`config.mk`:
```
export PLATFORM = sky130hd
export DESIGN_NAME = serial_adder
export DESIGN_NICKNAME = d
export VERILOG_FILES = /design/src/rtl/serial_adder.sv
export SDC_FILE = /design/constraint.sdc
export NUM_CORES = 1
export LEC_CHECK = 0
export CELL_PAD_IN_SITES_DETAIL_PLACEMENT = 1
export CELL_PAD_IN_SITES_GLOBAL_PLACEMENT = 2
export CORE_MARGIN = 2
export CORE_UTILIZATION = 24
export DETAILED_ROUTE_END_ITERATION = 8
export MAX_ROUTING_LAYER = met4
export PLACE_DENSITY_LB_ADDON = 0.2
export SETUP_SLACK_MARGIN = 0.05
export SYNTH_ARGS = -nofsm -noshare
export SYNTH_HDL_FRONTEND = slang
export SYNTH_SLANG_ARGS = --single-unit
```
`constraint.sdc`:
```
create_clock -name clk_i -period 1.2 [get_ports clk_i]
set_input_delay 0.24 -clock clk_i [delete_from_list [all_inputs] [get_ports clk_i]]
set_output_delay 0.24 -clock clk_i [all_outputs]
set_load 0.1 [all_outputs]
```
`src/rtl/serial_adder.sv`:
```
// Bit-serial WIDTH-bit adder: one full-adder cell with a registered carry, LSB first,
// with a start/busy/done handshake. The one-bit cell is defined here so the file stands alone.

module full_adder (
    input  logic a_i,
    input  logic b_i,
    input  logic cin_i,
    output logic s_o,
    output logic cout_o
);

    assign s_o    = a_i ^ b_i ^ cin_i;
    assign cout_o = (a_i & b_i) | (cin_i & (a_i ^ b_i));

endmodule

module serial_adder #(
    parameter int unsigned WIDTH = 8
) (
    input  logic             clk_i,
    input  logic             rst_i,
    input  logic             start_i,
    input  logic [WIDTH-1:0] a_i,
    input  logic [WIDTH-1:0] b_i,
    input  logic             cin_i,
    output logic             busy_o,
    output logic             done_o,
    output logic [WIDTH-1:0] sum_o,
    output logic             cout_o
);

    localparam int unsigned     CntW    = $clog2(WIDTH + 1);
    localparam logic [CntW-1:0] LastCnt = CntW'(WIDTH - 1);

    typedef enum logic [1:0] {
        StIdle,
        StRun,
        StDone
    } state_e;

    state_e           state_q;
    logic [WIDTH-1:0] sa_q;
    logic [WIDTH-1:0] sb_q;
    logic [WIDTH-1:0] sr_q;
    logic [WIDTH-1:0] sr_d;
    logic [WIDTH-1:0] sum_q;
    logic [CntW-1:0]  cnt_q;
    logic             c_q;
    logic             cout_q;
    logic             busy_q;
    logic             done_q;
    logic             fa_s;
    logic             fa_cout;
    logic             last_bit;

    full_adder u_fa (
        .a_i   (sa_q[0]),
        .b_i   (sb_q[0]),
        .cin_i (c_q),
        .s_o   (fa_s),
        .cout_o(fa_cout)
    );

    // New sum bit enters at the MSB so after WIDTH shifts bit 0 holds the LSB.
    always_comb begin
        sr_d            = sr_q >> 1;
        sr_d[WIDTH-1]   = fa_s;
    end

    assign last_bit = (cnt_q == LastCnt);

    always_ff @(posedge clk_i or posedge rst_i) begin
        if (rst_i) begin
            state_q <= StIdle;
            sa_q    <= '0;
            sb_q    <= '0;
            sr_q    <= '0;
            c_q     <= 1'b0;
            cnt_q   <= '0;
            sum_q   <= '0;
            cout_q  <= 1'b0;
            busy_q  <= 1'b0;
            done_q  <= 1'b0;
        end else begin
            case (state_q)
                StIdle, StDone: begin
                    done_q <= 1'b0;
                    if (start_i) begin
                        state_q <= StRun;
                        sa_q    <= a_i;
                        sb_q    <= b_i;
                        c_q     <= cin_i;
                        sr_q    <= '0;
                        cnt_q   <= '0;
                        busy_q  <= 1'b1;
                    end else begin
                        state_q <= StIdle;
                        busy_q  <= 1'b0;
                    end
                end
                StRun: begin
                    sa_q  <= sa_q >> 1;
                    sb_q  <= sb_q >> 1;
                    c_q   <= fa_cout;
                    sr_q  <= sr_d;
                    cnt_q <= cnt_q + CntW'(1);
                    if (last_bit) begin
                        state_q <= StDone;
                        sum_q   <= sr_d;
                        cout_q  <= fa_cout;
                        busy_q  <= 1'b0;
                        done_q  <= 1'b1;
                    end
                end
                default: begin
                    state_q <= StIdle;
                    busy_q  <= 1'b0;
                    done_q  <= 1'b0;
                end
            endcase
        end
    end

    assign busy_o = busy_q;
    assign done_o = done_q;
    assign sum_o  = sum_q;
    assign cout_o = cout_q;

endmodule

```
# Yosys cells after proc, flatten, opt, wreduce, memory -nomap -nowiden
# Cells that the tools add are included.
# totals
wordCells	44
regBits	42
# op_classes
bitwise	5
mux	18
reduce_logical	5
eq_ne	5
n_addsub	1
# op_table
op	count
$pmux W8 S2	3
$mux W8	3
$pmux W4 S2	1
$mux W1	6
$add A4 B1 Y4 const B	1
$eq A4 B3 Y1 const B	1
$mux W4	1
$ne A2 B2 Y1 const B	2
$pmux W1 S2	2
$pmux W2 S2	1
$reduce_and A2 Y1	2
$and A1 B1 Y1	2
$eq A2 B1 Y1 const B	1
$eq A2 B2 Y1 const B	1
$logic_not A2 Y1	1
$mux W2	1
$reduce_bool A2 Y1	1
$reduce_or A2 Y1	1
$xor A1 B1 Y1	2
$or A1 B1 Y1	1

# Longest topological paths before layout
# depth
depth_word	4
depth_mapped	5
depth_no_buf	4

# Hierarchy
# From an unflattened synthesis, not the netlist that was laid out.
# hier_totals
cells_unflattened	114
hier_area_um2	1620.3
# by_module_without_submodules
mod	area_each_um2	cells_each	instances
serial_adder	1600.3	113	1
full_adder	20.0	1	1

# Worst setup path after synthesis
# Ideal clock, no wire load.
# synth_path
kind	register to register
startpoint	register busy_o (netlist name)
endpoint	register cout_q (netlist: cout_o)
setup_ns	0.128
period_less_slack_ns	1.950
required_ns	1.072
path_stages_with_launch	5
path_slack_ns	-0.750
path_buffers	1
t_arrival_ns	1.822
cell_sequence	dfrtp_1 and2b_1 nor3b_2 buf_6 mux2_1
# synth_rtl
element	line_no	text
end signal, assigned	110	cout_q <= fa_cout;
end, declared	49	logic cout_q;

==> metrics.md <==
| Metric | Value |
|---|---|
| Worst R2R Start | `done_o` |
| Fin crit share | `1.32` |
| Startpoint Class | `flip-flop` |
| Pins Over Slew Limit | `0` |
| TritonCTS buffer count | `5` |
| Worst clock skew | `7.78 ps` |
| Area added between synthesis and finish | `53.5%` |
| Hold Crit Class | `in -> async` |
| Area after DPL | `2220 µm²` |
| Die area | `7420 µm²` |
| Sw Ratio | `0.395` |
| Worst-skew pair later-pin latency | `300 ps` |
| Wire per inst | `15.8 µm` |
| Final min period | `1580 ps` |
| Mean Syn Cell Area | `14.2 µm²` |
| FP Rows | `29` |
| Chip height | `86.2 µm` |
| Clock network fraction of total power | `0.151` |
| Crit end category | `flip-flop` |
| Design area | `2490 µm²` |
| Routability cong. | `0.731` |
| DR iter-0 viols | `49` |
| # IOs | `31` |
| R2r setup slk | `-380 ps` |
| WP data required | `1380 ps` |
| Post-DP HPWL | `2.55 mm` |
| Grt ovf | `0` |
| Register area share after synthesis | `0.602` |
| Fraction of registers with async set/reset | `1.00` |
| Post-Syn Instances | `114` |
| Reg2reg path depth | `4` |
| Seq cells post-synth | `39` |
| Clock slew at reported path FFs | `80 ps` |
| Combinational fraction of design power | `0.543` |
| Pre-Repair DR Iteration Count | `4` |
| Core Util, Final | `0.387` |
| CP Class | `reg -> reg` |
| Setup repair after global routing missed its margin | `true` |
| Hold Slack | `292 ps` |
| Initial core utilization | `0.252` |
| Status | `finished, violations left` |
| Static leakage | `1.22 nW` |
| First-pass GRT wire length | `6.48 mm` |
| Setup Viol. Count Final | `40` |
| Setup TNS | `-10760 ps` |
| Post-synthesis cell type count | `20` |
| Final setup margin | `-378 ps` |
| Power Dens Cells | `3080 nW/µm²` |
| Overall Global Routing Usage | `0.118` |
| Die X | `86.2 µm` |
| H-tree lvl count | `2` |
| P_sw | `3.03 mW` |
| Final Hold Violating Endpoints | `0` |
| Core footprint | `6420 µm²` |
| Fmax | `634 MHz` |
| Net Count, Synth | `136` |
| Largest net degree at the start of global routing | `26` |
| Post-Place Worst Slack | `-536 ps` |
| Final ANT Viol Nets | `0` |
| Synth warn | `0` |
| RR Endpoint | `sum_o[5]` |
| Failing checks | `setup timing` |
| Mapped cell area | `1620 µm²` |
| P_int | `4.63 mW` |
| Clock buffer depth | `2` |
| Cell Count, Final, Fillers Out | `245` |
| Critical path data arrival time | `1760 ps` |
| Total clock sinks | `39` |
| Clk root buf | `clkbuf_8` |
| Rel. slew slack | `0.771` |
| Top_reg_cell synth | `dfrtp_1` |
| Initial antenna violation count | `0` |
| Nets@finish | `189` |
| Number of synthesized flops with an enable pin | `0` |
| Dpl cells | `230` |
| # diodes | `0` |
| Port Buf Inserts | `30` |
| Setup crit start | `done_o` |
| Total Power | `7.66 mW` |
| Via-per-instance ratio | `4.66` |
| Detailed Route WL | `3.88 mm` |
| DR vias | `1142` |
| Share of layout cells above drive strength 1 | `0.357` |
| Least-Margin Pin Slew | `343 ps` |
| Peak supply drop | `0.000781 V` |
| CP max FO | `6` |
| Vias in the first global route | `1255` |
| TritonCTS clock tree | `built` |
| # Max-Cap Violations | `0` |
| DRC viols | `0` |
| Sequential share of power | `0.306` |
[Yosys cell counts (all sizes together), types with 2 or more instances]
cell type / instances / area, µm²
nor2b: 2 / 12.5
mux2i: 2 / 20.0
buf: 8 / 62.6
a21o: 15 / 113
nand2: 3 / 11.3
mux2: 10 / 113
a22o: 26 / 228
dfrtp: 39 / 976
[layer usage]
layer | wire length [µm] | global-route usage
met5 | 0 | -
met4 | 61 | 0.0433
met3 | 127 | 0.0318
met2 | 1890 | 0.180
met1 | 1810 | 0.150
[cell type report]
class / instances / area (µm²)
clock buffers: 6 / 82.6
clock inverters: 2 / 35.0
fillers: 658 / 3940
inverters: 1 / 3.75
multi-input cells: 67 / 644
flip-flops and latches: 39 / 983
well taps: 77 / 96.3
repair buffers: 53 / 642
[cells in the final DEF (no fill, tap or decap)]
cell             instances
clkbuf_8                 6
buf_4                   12
nand2b_1                 1
mux2i_1                  2
nor2b_1                  1
nand4_1                  1
inv_1                    1
nand2_1                  3
nor2_4                   2
a22o_1                  26
nor3b_4                  1
a21o_1                  15
and2b_2                  1
bufinv_16                1
clkinv_2                 1
dfrtp_1                 37
nor2b_4                  1
mux2_4                  10
fa_1                     1
dfrtp_4                  2
ha_2                     1
clkdlybuf4s50_1         19
o21ai_0                  1
buf_6                    9
buf_12                  13
[worst max path at each step]
stage,to,cells after the start
finish,sum_o[5],4
global placement,cnt_q[2],5
floorplan,cout_o,4
detailed placement,cnt_q[2],5
global route,sum_o[4],4
CTS,sum_o[5],4
[worst max-delay path, cell delays in order, from the launching register on]
cell and delay, ps:
dfrtp_4 470, and2b_2 260, nor3b_4 250, buf_6 180, mux2_4 310
[flip-flops by register name (all words and copies together), names as in the netlist]
name    count
cnt_q       4
sb_q        8
sum_o       8
c_q         1
cout_o      1
sr_q        7
done_o      1
sa_q        8
busy_o      1
[power groups by stage]
stage / sequential (mW) / clock [mW] / combinational [mW]
5_1_grt: 2.42 / 1.24 / 4.43
3_5_place_dp: 2.34 / 0 / 3.70
6_report: 2.34 / 1.16 / 4.16
4_1_cts: 2.34 / 1.18 / 4.06
2_1_floorplan: 3.21 / 0 / 1.54
3_3_place_gp: 2.31 / 0 / 3.62
[cells by family (layout without fill, tap and decap cells)]
group,after synthesis,in the layout,synth area share
mux,12,12,0.0819
flops,39,39,0.602
buf+inv,9,62,0.0409
compound gates,42,42,0.213
simple gates,10,11,0.0417
fa+ha+maj,2,2,0.0201
[timing repair]
item / 4_1_cts / 5_1_grt
hold buffers: 0 / 0
pin swaps: 2 / 2
endpoints found under the setup margin: 40 / 49
gates resized for setup: 16 / 11
gates cloned: 1 / 0
buffers inserted: 4 / 2
Power figures use the tool's default switching activity.
